==> src/rtl/armleocpu_regfile_ctrl.sv <==
// Register file access controller: zeroes all registers after reset or on request,
// arbitrates the write port between writeback and debug, and shares the rs1 read port.
module armleocpu_regfile_ctrl #(
    parameter int unsigned STARVE_LIMIT = 4
) (
    input  logic        clk,
    input  logic        rst,

    input  logic        clear_req,
    output logic        ctrl_ready,

    input  logic        wb_valid,
    output logic        wb_ready,
    input  logic [4:0]  wb_addr,
    input  logic [31:0] wb_wdata,

    input  logic        dbg_wvalid,
    output logic        dbg_wready,
    input  logic [4:0]  dbg_waddr,
    input  logic [31:0] dbg_wdata,

    input  logic        dbg_rvalid,
    output logic        dbg_rready,
    input  logic [4:0]  dbg_raddr,
    output logic        dbg_rdata_valid,
    output logic [31:0] dbg_rdata,

    input  logic        dec_rs1_read,
    input  logic [4:0]  dec_rs1_addr,

    output logic        rf_rs1_read,
    output logic [4:0]  rf_rs1_addr,
    input  logic [31:0] rf_rs1_rdata,

    output logic        rf_rd_write,
    output logic [4:0]  rf_rd_addr,
    output logic [31:0] rf_rd_wdata,
    output logic        rf_rst_n
);

    typedef enum logic {
        CLEAR,
        RUN
    } state_t;

    state_t      state, state_nxt;
    logic [4:0]  cnt, cnt_nxt;
    logic [3:0]  sc, sc_nxt;
    logic        forced;
    logic        wb_grant;
    logic        dbg_grant;
    logic        dbg_rd_fire;

    always_ff @(posedge clk or posedge rst) begin
        if (rst) begin
            state           <= CLEAR;
            cnt             <= '0;
            sc              <= '0;
            dbg_rdata_valid <= 1'b0;
        end else begin
            state           <= state_nxt;
            cnt             <= cnt_nxt;
            sc              <= sc_nxt;
            dbg_rdata_valid <= dbg_rd_fire;
        end
    end

    always_comb begin
        state_nxt   = state;
        cnt_nxt     = '0;
        sc_nxt      = '0;
        ctrl_ready  = 1'b0;
        wb_ready    = 1'b0;
        dbg_wready  = 1'b0;
        dbg_rready  = 1'b0;
        rf_rs1_read = 1'b0;
        rf_rs1_addr = '0;
        rf_rd_write = 1'b0;
        rf_rd_addr  = '0;
        rf_rd_wdata = '0;
        rf_rst_n    = 1'b1;
        forced      = 1'b0;
        wb_grant    = 1'b0;
        dbg_grant   = 1'b0;
        dbg_rd_fire = 1'b0;

        case (state)
            CLEAR: begin
                // Step 0 resets the file (zeroing x0); steps 1..31 write zero to xk.
                rf_rst_n    = (cnt != 5'd0);
                rf_rd_write = (cnt != 5'd0);
                rf_rd_addr  = cnt;
                cnt_nxt     = cnt + 5'd1;
                if (cnt == 5'd31) begin
                    state_nxt = RUN;
                end
            end

            RUN: begin
                ctrl_ready = 1'b1;

                forced     = (sc == 4'(STARVE_LIMIT));
                wb_ready   = !forced;
                dbg_wready = forced || !wb_valid;
                wb_grant   = wb_valid && wb_ready;
                dbg_grant  = dbg_wvalid && dbg_wready;

                if (wb_grant) begin
                    rf_rd_write = 1'b1;
                    rf_rd_addr  = wb_addr;
                    rf_rd_wdata = wb_wdata;
                end else if (dbg_grant) begin
                    rf_rd_write = 1'b1;
                    rf_rd_addr  = dbg_waddr;
                    rf_rd_wdata = dbg_wdata;
                end

                // Count consecutive losses of a pending debug write to writeback.
                if (!dbg_wvalid || dbg_grant) begin
                    sc_nxt = '0;
                end else if (wb_valid && wb_grant) begin
                    sc_nxt = sc + 4'd1;
                end else begin
                    sc_nxt = sc;
                end

                if (dec_rs1_read) begin
                    rf_rs1_read = 1'b1;
                    rf_rs1_addr = dec_rs1_addr;
                end else begin
                    dbg_rready  = 1'b1;
                    rf_rs1_read = dbg_rvalid;
                    rf_rs1_addr = dbg_raddr;
                    dbg_rd_fire = dbg_rvalid;
                end

                if (clear_req) begin
                    state_nxt = CLEAR;
                end
            end

            default: begin
                state_nxt = CLEAR;
            end
        endcase
    end

    assign dbg_rdata = rf_rs1_rdata;

endmodule

==> config.mk <==
export PLATFORM = sky130hd
export DESIGN_NAME = armleocpu_regfile_ctrl
export DESIGN_NICKNAME = d
export VERILOG_FILES = /design/src/rtl/armleocpu_regfile_ctrl.sv
export SDC_FILE = /design/constraint.sdc
export NUM_CORES = 1
export LEC_CHECK = 0
export BUFFER_PORTS_ARGS = -buffer_cell sky130_fd_sc_hd__buf_2
export CAP_MARGIN = 10
export CORE_ASPECT_RATIO = 0.5
export CORE_MARGIN = 2
export CORE_UTILIZATION = 34
export DETAILED_ROUTE_END_ITERATION = 10
export MAX_ROUTING_LAYER = met4
export PLACE_DENSITY_LB_ADDON = 0.2
export SYNTH_ARGS = -nofsm -noshare
export SYNTH_HDL_FRONTEND = slang
export SYNTH_SLANG_ARGS = --single-unit
==> constraint.sdc <==
create_clock -name clk -period 2.5 [get_ports clk]
set_clock_uncertainty 0.2 [all_clocks]
set_input_delay 0.75 -clock clk [delete_from_list [all_inputs] [get_ports clk]]
set_output_delay 0.75 -clock clk [all_outputs]
set_load 0.01 [all_outputs]
* Yosys cells after proc, flatten, opt, wreduce, memory -nomap -nowiden
Index checks and enable logic that the tools add are counted.
** Cells by class
- Add/sub/neg operators :: 2
- Eq/ne operators :: 3
- Muxes and demuxes :: 28
- Bitwise operators :: 1
- Reductions and logical operators :: 9
** Operators with widths (number)
- $mux W32 :: 3
- $mux W5 :: 5
- $mux W1 :: 14
- $mux W4 :: 3
- $pmux W5 S2 :: 1
- $add A5 B1 Y5 const B :: 1
- $eq A5 B5 Y1 const B :: 1
- $reduce_bool A5 Y1 :: 1
- $add A4 B1 Y4 const B :: 1
- $eq A4 B3 Y1 const B :: 1
- $pmux W1 S2 :: 2
- $logic_and A1 B1 Y1 :: 3
- $logic_not A1 Y1 :: 3
- $ne A3 B1 Y1 const B :: 1
- $logic_or A1 B1 Y1 :: 2
- $not A1 Y1 :: 1
** Word-level totals
- Bits in registers :: 11
- Input port bits :: 123
- Output and inout bits :: 82
- Logic and storage cells :: 47

* Longest topological paths before layout
Gate-level depths: netlist of the first run.
- Depth in word-level cells :: 7
- Depth in mapped cells :: 6
- Depth with buffers taken out :: 5

* Worst setup path after synthesis of the first run
No wires, ideal clock.
- Path kind :: in2out
- Start :: input port dbg_wvalid
- End :: output port rf_rd_wdata[10]
- Data arrival time :: 1.474 ns
- Required time :: 1.550 ns
- Slack :: 0.076 ns
- Stages on the path :: 4
- Buffers on the path :: 2
- Cells stage by stage :: buf_2 clkbuf_1 nand3_1 mux2i_1
** On the way
- Word-level cells in the longest chain between the ends :: 4
** RTL lines
- start: declaration :: line 17 : input logic dbg_wvalid,
- $logic_and A1 B1 Y1 :: line 106 : dbg_grant = dbg_wvalid && dbg_wready;
- $mux W32 :: line 112 : end else if (dbg_grant) begin
- $mux W32 :: line 108 : if (wb_grant) begin
- $mux W32 :: line 87 : case (state)
- end: declaration :: line 37 : output logic [31:0] rf_rd_wdata,
Every way passes these cells.

* Worst setup path in the final report of the first run
- Start :: register sc[1]
- End :: output port rf_rd_wdata[17]
** On the way
- Word-level cells in the longest chain between the ends :: 6
- Elaborated cells between the ends (all ways) :: 8
- Those cells by class :: eq/ne (1); mux (3); reduce/logical (4)
** RTL lines
- start: declaration :: line 48 : logic [3:0] sc, sc_nxt;
- start signal: assignment :: line 63 : sc <= sc_nxt;
- $eq A4 B3 Y1 * :: line 102 : forced = (sc == 4'(STARVE_LIMIT));
- $logic_or A1 B1 Y1 :: line 104 : dbg_wready = forced || !wb_valid;
- $logic_and A1 B1 Y1 :: line 106
- $mux W32 :: line 112
- $mux W32 * :: line 108
- $mux W32 * :: line 87
Mark *: on every way between the ends. The rest lies on a longest branch, timed or not.

==> summary.log, run 1 <==
INFO  outcome        outcome=complete, but fails checks
INFO  outcome        violations=negative setup slack
INFO  logic_synthesis synth-warning-count=0
INFO  setup_path     worst_r2r_src=cnt[0]$_DFF_PP0_
INFO  global_route   number_of_global_route_vias_before_repair=1,658
INFO  setup_path     worst_setup_path_start_kind=register
INFO  drt            drt-pass1-iter-count=4
INFO  logic_synthesis postSynthRegisterBits=11
INFO  clocking       clock_network_latency_to_the_later_pin_of_the_worst_skew_pair=0.23ns
INFO  worst_hold_path min-delay-path-class=input port to async pin
INFO  timing         maxSlewHeadroom=0.711
INFO  floorplanning  rows=18
INFO  setup_path     cp.arrival=1.57ns
INFO  timing         max_slew.worst_pin.slew=0.433ns
INFO  global_route   grt_first_pass_wirelength=7800µm
INFO  cells_and_area design.final.nets=473
INFO  clocking       hold_buffers=0
INFO  power_and_ir_drop power_per_cell_area=464nW/µm²
INFO  drt            detail_route.drc_violations=0
INFO  global_route   grt_start_max_net_pins=50
INFO  setup_path     critical_path.endpoint_type=output pin
INFO  clocking       numCtsBuffers=3
INFO  job            cap_violations=0
INFO  timing         rsz_0062_raised_after_global_routing=yes
INFO  placement      detailedPlace.worstSlack=-0.0186ns
INFO  timing         layout_setup_ws=-0.0156ns
INFO  cells_and_area syn2layout_area_growth=39.6%
INFO  global_route   antenna_found_initial=0
INFO  logic_synthesis synthesis.nets=365
INFO  timing         fin_crit=2.52ns
INFO  setup_path     timing_worst_setup_path_type=register to output pin
INFO  floorplanning  die_area=5830µm²
INFO  cells_and_area final.fill_count=517
INFO  drt            viasPerCell=4.65
INFO  power_and_ir_drop cellLeakagePower=0.00132µW
INFO  clocking       cts_tree=built
INFO  global_route   grt_overflow_total=0
INFO  drt            route.antenna.remaining_nets=0
INFO  global_route   grt_use_total=0.172
INFO  logic_synthesis syn-instance-count=237
INFO  clocking       clk_root_buffer_cell=sky130_fd_sc_hd__clkbuf_8
INFO  drt            vias=1,926
INFO  timing         max_freq=398MHz
INFO  logic_synthesis netlist_area=1770µm²
INFO  drt            wire_per_inst=13.2µm
INFO  logic_synthesis yosysSeqAreaShare=0.156
INFO  timing         hold_viol=0
INFO  timing         maxSlewViolCount=0
INFO  timing         final_sum_of_negative_setup_slack=-0.111ns
INFO  placement      detailed_place_hpwl=4140µm
INFO  cells_and_area postLayoutCellArea=2470µm²
INFO  floorplanning  initial_utilization=0.355
INFO  setup_path     r2r_end=cnt[4]$_DFF_PP0_
INFO  logic_synthesis synth_area_per_cell=7.46µm²
INFO  power_and_ir_drop peak_supply_drop=0.000429V
INFO  placement      gp_routability_congestion=0.768
INFO  timing         finalCritPeriodShare=1.01
INFO  floorplanning  core-area=4980µm²
INFO  placement      dpl-instance-area=2240µm²
INFO  floorplanning  die_width=106µm
INFO  clocking       cts-htree-levels=1
INFO  cells_and_area number_of_antenna_cells_inserted=0
INFO  timing         total_setup_violations_reported_at_the_end_of_the_flow=15
INFO  setup_path     timing.critical_path.required=1.55ns
INFO  power_and_ir_drop p_total=1140µW
INFO  setup_path     worst-r2r-setup-slack=0.94ns
INFO  floorplanning  io-pin-count=205
INFO  clocking       cts_sink_count=11
INFO  cells_and_area utilization_after_layout=0.496
INFO  setup_path     critical_path.max_fanout=8
INFO  drt            drtIter0Drc=70
INFO  clocking       clock_path_buffers=2
INFO  setup_path     reg2regPathDepth=4
INFO  logic_synthesis post_synth_num_cell_types=27
INFO  drt            routed_wl=5480µm
INFO  placement      io_buffer_count=140
INFO  floorplanning  die-height=55.0µm
INFO  clocking       worst_path_clk_slew=0.05ns
INFO  cells_and_area layout-drive-gt1-share=0.497
-- registers in the layout, indices dropped and copies added (netlist names) --
register	flops
sc	4
state	1
dbg_rdata_valid	1
cnt	5
-- critical path, stage by stage (launching register included) --
cell                       delay, ns
sky130_fd_sc_hd__dfrtp_1        0.38
sky130_fd_sc_hd__inv_2          0.08
sky130_fd_sc_hd__ha_4           0.14
sky130_fd_sc_hd__nand3b_4       0.10
sky130_fd_sc_hd__buf_12         0.18
sky130_fd_sc_hd__nand2_8        0.11
sky130_fd_sc_hd__mux2i_1        0.19
sky130_fd_sc_hd__buf_2          0.15
-- layout by cell type (no fill, tap or decap), drive strengths merged --
cell and instances:
nand2 54, inv 7, nor2b 9, nand3b 1, a21oi 5, nor4 1, ha 5, and3b 1
xnor2 2, buf 150, a21boi 1, o21a 1, and3 1, and2 4, clkbuf 4, o21ai 5
mux2i 38, xor2 2, o22a 5, nor2 7, dfrtp 11, nand3 30
-- cell families (layout without fill, tap and decap cells) --
group / count (synthesis) / count (layout) / share of synthesized area
AO/OA/AOI/OAI: 17 / 17 / 0.0616
multiplexers: 38 / 38 / 0.215
buffers and inverters: 59 / 161 / 0.229
flip-flops: 11 / 11 / 0.156
adder cells (fa/ha/maj): 5 / 5 / 0.0354
XOR/XNOR: 4 / 4 / 0.0198
AND/OR/NAND/NOR: 103 / 108 / 0.283
-- cell usage after synthesis --
cell	count	area, µm²
sky130_fd_sc_hd__nand2_1	48	180
sky130_fd_sc_hd__mux2i_1	38	380
sky130_fd_sc_hd__buf_4	34	255
sky130_fd_sc_hd__nand3_1	30	150
sky130_fd_sc_hd__dfrtp_1	11	275
sky130_fd_sc_hd__buf_2	10	50.1
sky130_fd_sc_hd__nor2b_1	9	56.3
sky130_fd_sc_hd__inv_1	7	26.3
sky130_fd_sc_hd__nor2_1	7	26.3
sky130_fd_sc_hd__a21oi_1	5	25.0
sky130_fd_sc_hd__clkbuf_1	5	18.8
sky130_fd_sc_hd__ha_1	5	62.6
sky130_fd_sc_hd__o21ai_0	5	25.0
sky130_fd_sc_hd__o22a_1	5	43.8
sky130_fd_sc_hd__and2_1	3	18.8
sky130_fd_sc_hd__buf_12	2	40.0
sky130_fd_sc_hd__xnor2_1	2	17.5
sky130_fd_sc_hd__xor2_1	2	17.5
sky130_fd_sc_hd__a21boi_0	1	7.51
sky130_fd_sc_hd__and2_0	1	6.26
sky130_fd_sc_hd__and3_1	1	6.26
sky130_fd_sc_hd__and3b_2	1	10.0
sky130_fd_sc_hd__buf_8	1	15.0
sky130_fd_sc_hd__nand2_8	1	20.0
sky130_fd_sc_hd__nand3b_4	1	20.0
sky130_fd_sc_hd__nor4_1	1	6.26
sky130_fd_sc_hd__o21a_1	1	7.51
-- worst max-delay path by stage --
| stage | slack (ns) | start | end |
|---|---|---|---|
| CTS | -0.02 | sc[1]$_DFFE_PP0P_ | rf_rd_wdata[24] |
| detailed placement | -0.02 | wb_valid | rf_rd_wdata[0] |
| global placement | 0.0006 | wb_valid | rf_rd_wdata[30] |
| floorplan | 0.08 | dbg_wvalid | rf_rd_wdata[10] |
| finish | -0.02 | sc[1]$_DFFE_PP0P_ | rf_rd_wdata[17] |
| global route | -0.12 | sc[1]$_DFFE_PP0P_ | rf_rd_wdata[15] |
-- final cells by class --
type | count | area [µm²] | area share
clock buffers | 4 | 45.0 | 0.0182
inverters | 7 | 26.3 | 0.0106
multi-input cells | 172 | 1210 | 0.492
flip-flops and latches | 11 | 277 | 0.112
well taps | 70 | 87.6 | 0.0355
repair buffers | 150 | 820 | 0.332
-- per-layer routing --
| metal | global-route usage | up-vias | part of all wire |
|---|---|---|---|
| li1 | - | 977 | - |
| met1 | 0.199 | 881 | 0.40 |
| met2 | 0.331 | 50 | 0.54 |
| met3 | 0.0211 | 18 | 0.050 |
| met4 | 0.0461 | 0 | 0.0099 |
| met5 | - | - | 0 |
-- power breakdown --
part	internal (µW)	switching [µW]	total [µW]
sequential	228	58.4	287
clock	112	61.7	173
combinational	328	356	685
total	668	477	1140
-- metrics by stage --
step           hold slack [ns]  std cells
5_1_grt                  0.335        414
3_3_place_gp             0.277        402
3_5_place_dp             0.281        402
2_1_floorplan            0.254        237
4_1_cts                  0.309        414
6_report                 0.298        414
-- what timing repair did --
| action | CTS | global route |
|---|---|---|
| setup endpoints to repair | 39 | 39 |
| cloned | 5 | 0 |
| pin swaps | 12 | 7 |
| gates resized for setup | 18 | 7 |
| buffers inserted | 3 | 0 |
| hold endpoints to repair | 0 | 0 |
(Power assumes the default switching activity.)
==> inputs of run 2 (changes only) <==
Settings changed: ABC_AREA set to 1, CORE_AREA set to 2 2 79 81, CORE_ASPECT_RATIO 0.5 to not set, CORE_MARGIN 2 to not set, CORE_UTILIZATION 34 to not set, DIE_AREA set to 0 0 81 83, GPL_TIMING_DRIVEN set to 0.
==> summary.log, run 2 <==
INFO  clocking       clock_network_latency_to_the_later_pin_of_the_worst_skew_pair=0.24ns [about the same]
INFO  logic_synthesis syn-instance-count=253 [+6.8%]
INFO  global_route   number_of_global_route_vias_before_repair=1,999 [+21%]
INFO  placement      io_buffer_count=171 [+22%]
INFO  power_and_ir_drop p_total=1260µW [+9.9%]
INFO  timing         fin_crit=2.62ns [+0.109 ns]
INFO  clocking       clock_path_buffers=2 [unchanged]
INFO  logic_synthesis number_of_enable_flip_flop_cells_after_synthesis=0 [unchanged]
INFO  timing         total_setup_violations_reported_at_the_end_of_the_flow=37 [+22]
INFO  clocking       worst_path_clk_slew=0.05ns [about the same]
INFO  placement      gp_routability_congestion=0.798 [+3.9%]
INFO  drt            viasPerCell=4.32 [-7.1%]
INFO  power_and_ir_drop power_per_cell_area=433nW/µm² [-6.7%]
INFO  drt            drtIter0Drc=57 [-19%]
INFO  logic_synthesis synth_async_sr_flop_share=1.00 [unchanged]
INFO  logic_synthesis synth_area_per_cell=6.86µm² [-8.0%]
INFO  timing         layout_setup_ws=-0.124ns [-0.109 ns]
INFO  logic_synthesis synthTopCellsByCount=sky130_fd_sc_hd__nand2_1, sky130_fd_sc_hd__buf_4, sky130_fd_sc_hd__nand3_1
INFO  drt            detail_route.drc_violations=0 [unchanged]
INFO  floorplanning  rows=28 [+10]
INFO  cells_and_area mostFrequentLayoutCells=sky130_fd_sc_hd__buf_2, sky130_fd_sc_hd__nand2_1, sky130_fd_sc_hd__buf_4
INFO  setup_path     cp.arrival=1.67ns [+0.10 ns]
INFO  cells_and_area layout_top_registers=cnt (5), sc (4)
INFO  floorplanning  die_width=81µm [-24%]
INFO  clocking       cts-htree-levels=1 [unchanged]
INFO  global_route   grt_overflow_total=0 [unchanged]
INFO  setup_path     worst_setup_path_start_kind=register
INFO  worst_hold_path min-delay-path-class=input port to async pin
INFO  drt            vias=2,231 [+16%]
INFO  timing         max_slew.worst_pin.slew=0.435ns [+0.00214 ns]
INFO  outcome        outcome=complete, but fails checks
INFO  setup_path     critical_path_buf_inv_count=4 [+1]
INFO  cells_and_area layout-drive-gt1-share=0.653 [+0.156]
INFO  job            cap_violations=0 [unchanged]
INFO  setup_path     critical_path.max_fanout=7 [-1]
INFO  setup_path     timing_worst_setup_path_type=register to output pin
INFO  floorplanning  die-height=83µm [+51%]
INFO  global_route   grt_use_total=0.183 [+0.0106]
INFO  logic_synthesis yosys.area_share.xor_xnor=0.0151 [-0.00468]
INFO  timing         finalCritPeriodShare=1.05 [+0.0434]
INFO  logic_synthesis synth_top_family_by_area=simple AND/OR/NAND/NOR gates
INFO  drt            wire_per_inst=12.5µm [-5.2%]
INFO  logic_synthesis yosysSeqAreaShare=0.159 [+0.00292]
INFO  global_route   antenna_found_initial=3 [+3]
INFO  logic_synthesis synth-main-ff-cell=sky130_fd_sc_hd__dfrtp_1
INFO  logic_synthesis synth_area_leader_cell=sky130_fd_sc_hd__dfrtp_1
INFO  global_route   grt_start_max_net_pins=12 [-76%]
INFO  cells_and_area layout_commonest_cell=sky130_fd_sc_hd__buf_2
INFO  cells_and_area regMostFlops=cnt
INFO  logic_synthesis synth_fa_ha_area_frac=0.0360 [+0.000663]
INFO  floorplanning  initial_utilization=0.298 [-0.0568]
INFO  floorplanning  die_area=6720µm² [+15%]
INFO  timing         fin_worst_hold_slack=0.298ns [-0.000257 ns]
INFO  placement      place_inst=499 [+24%]
INFO  logic_synthesis netlist.area_leader.share=0.159 [-0.0565]
INFO  timing         maxSlewViolCount=0 [unchanged]
INFO  clocking       hold_buffers=0 [unchanged]
INFO  power_and_ir_drop cellLeakagePower=0.00164µW [+24%]
INFO  drt            drt-pass1-iter-count=6 [+2]
INFO  cells_and_area design.final.nets=567 [+20%]
INFO  setup_path     critical_path.cell_chain=inv_2 -> ha_4 -> nand3_4 -> nand2_4 -> buf_12 -> buf_4 -> nand2_1 -> o21a_1 -> buf_2
INFO  floorplanning  io-pin-count=205 [unchanged]
INFO  cells_and_area largest_reg_flops=5 [unchanged]
INFO  logic_synthesis synth_compound_gate_area_share=0.164 [+0.102]
INFO  logic_synthesis ys_top_cells_by_area=sky130_fd_sc_hd__dfrtp_1, sky130_fd_sc_hd__buf_4, sky130_fd_sc_hd__nand2_1
INFO  clocking       clk_root_buffer_cell=sky130_fd_sc_hd__clkbuf_8
INFO  logic_synthesis yosys.area_share.simple=0.383 [+0.0998]
INFO  logic_synthesis synthesis.nets=381 [+4.4%]
INFO  setup_path     timing.critical_path.required=1.55ns [about the same]
INFO  timing         max_freq=381MHz [-4.1%]
INFO  setup_path     critical_path.endpoint_type=output pin
INFO  timing         rsz_0062_raised_after_global_routing=yes
INFO  cells_and_area syn2layout_area_growth=67.6%
INFO  clocking       cts_tree=built
INFO  drt            route.antenna.remaining_nets=0 [unchanged]
INFO  timing         hold_viol=0 [unchanged]
INFO  timing         maxSlewHeadroom=0.710 [-0.00174]
INFO  global_route   grt_first_pass_wirelength=9620µm [+23%]
INFO  logic_synthesis postSynthRegisterBits=11 [unchanged]
INFO  logic_synthesis netlist_area=1740µm² [-1.8%]
INFO  clocking       numCtsBuffers=3 [unchanged]
INFO  clocking       cts_sink_count=11 [unchanged]
INFO  floorplanning  core-area=5820µm² [+17%]
INFO  outcome        violations=negative setup slack
INFO  setup_path     cp_top_family=buffers and inverters
INFO  power_and_ir_drop peak_supply_drop=0.000411V [-4.3%]
INFO  logic_synthesis synth-warning-count=0 [unchanged]
INFO  setup_path     cp_slowest_stage_delay=0.39ns [about the same]
INFO  cells_and_area final-instance-count-excl-fill=516 [+25%]
INFO  logic_synthesis synth.mux.area_fraction=0 [-0.215]
INFO  placement      detailed_place_hpwl=5320µm [+28%]
INFO  setup_path     critical_path.slowest_cell=sky130_fd_sc_hd__dfrtp_1
INFO  logic_synthesis post-synth-top-count-cell=sky130_fd_sc_hd__nand2_1
INFO  logic_synthesis post_synth_num_cell_types=24 [-11%]
INFO  drt            routed_wl=6470µm [+18%]
run 2: cell count changes in the layout (fill, tap and decap cells not counted), moves of 5 or more:
| cell | change |
|---|---|
| sky130_fd_sc_hd__a21oi_1 | +12 |
| sky130_fd_sc_hd__a21oi_2 | +16 |
| sky130_fd_sc_hd__buf_2 | +37 |
| sky130_fd_sc_hd__buf_4 | +36 |
| sky130_fd_sc_hd__mux2i_1 | -38 |
| sky130_fd_sc_hd__nand2_1 | +7 |
| sky130_fd_sc_hd__nand2_8 | -5 |
| sky130_fd_sc_hd__nand3_1 | -6 |
| sky130_fd_sc_hd__nand3_2 | +22 |
| sky130_fd_sc_hd__nor2_1 | +17 |
| sky130_fd_sc_hd__nor2b_1 | -9 |
| sky130_fd_sc_hd__o21ai_0 | +6 |
| sky130_fd_sc_hd__o22a_1 | -5 |
run 2: worst register-to-register path: stages (launching register included):
cell and delay (ns):
sky130_fd_sc_hd__dfrtp_1 0.42, sky130_fd_sc_hd__ha_1 0.24, sky130_fd_sc_hd__nand2_1 0.09, sky130_fd_sc_hd__nor2_1 0.05, sky130_fd_sc_hd__ha_1 0.26, sky130_fd_sc_hd__inv_1 0.05
sky130_fd_sc_hd__nor2_1 0.03
run 2: per-layer routing:
layer / share of wire / up-vias / global-route usage
met5: 0 / - / -
met4: 0.011 / 0 / 0.0416
met3: 0.098 / 5 / 0.0435
met2: 0.51 / 100 / 0.321
met1: 0.38 / 956 / 0.207
li1: - / 1170 / -
run 2: final timing paths:
kind / startpoint / cells past startpoint / slack (ns) / to
worst max-delay path: sc[1]$_DFFE_PP0P_ / 9 / -0.12 / rf_rd_write
worst min-delay path: rst / 2 / 0.30 / cnt[3]$_DFF_PP0_
worst max register to register: cnt[0]$_DFF_PP0_ / 6 / 1.04 / cnt[4]$_DFF_PP0_
worst min register to register: cnt[0]$_DFF_PP0_ / 1 / 0.33 / cnt[0]$_DFF_PP0_
max in group asynchronous: rst / 2 / 1.50 / state$_DFF_PP0_
min in group clk: cnt[0]$_DFF_PP0_ / 1 / 0.33 / cnt[0]$_DFF_PP0_
run 2: layout make-up:
class	instances	area, µm²
antenna	3	7.51
buffer	49	393
timing repair buffer	181	967
tap	75	93.8
inverter	15	60.1
clock buffer	4	45.0
sequential	11	275
fill	622	2910
multi-input combinational	178	1070
run 2: kinds of logic after synthesis:
family,count (synthesis)
AO/OA/AOI/OAI,41
XOR/XNOR,3
adder cells (fa/ha/maj),5
buffers and inverters,64
flip-flops,11
AND/OR/NAND/NOR,129
run 2: where the power goes:
group          switching, µW  total, µW  internal (µW)
Combinational            441        797            356
Sequential              52.3        281            228
Clock                   68.1        180            112
run 2: stage by stage:
step,area (µm²),TNS [ns],util,setup WS [ns]
6_report,2910,-2.55,0.500,-0.124
2_1_floorplan,1740,0,-,0.115
4_1_cts,2850,-2.60,0.491,-0.110
3_5_place_dp,2690,-5.20,0.462,-0.212
3_3_place_gp,2690,-5.15,0.462,-0.214
5_1_grt,2910,-6.24,0.500,-0.210
run 2: timing repair:
item / 4_1_cts / 5_1_grt
buffers inserted: 7 / 2
cloned: 1 / 0
pin swaps: 2 / 6
resized for setup: 18 / 10
setup endpoints to repair: 41 / 41
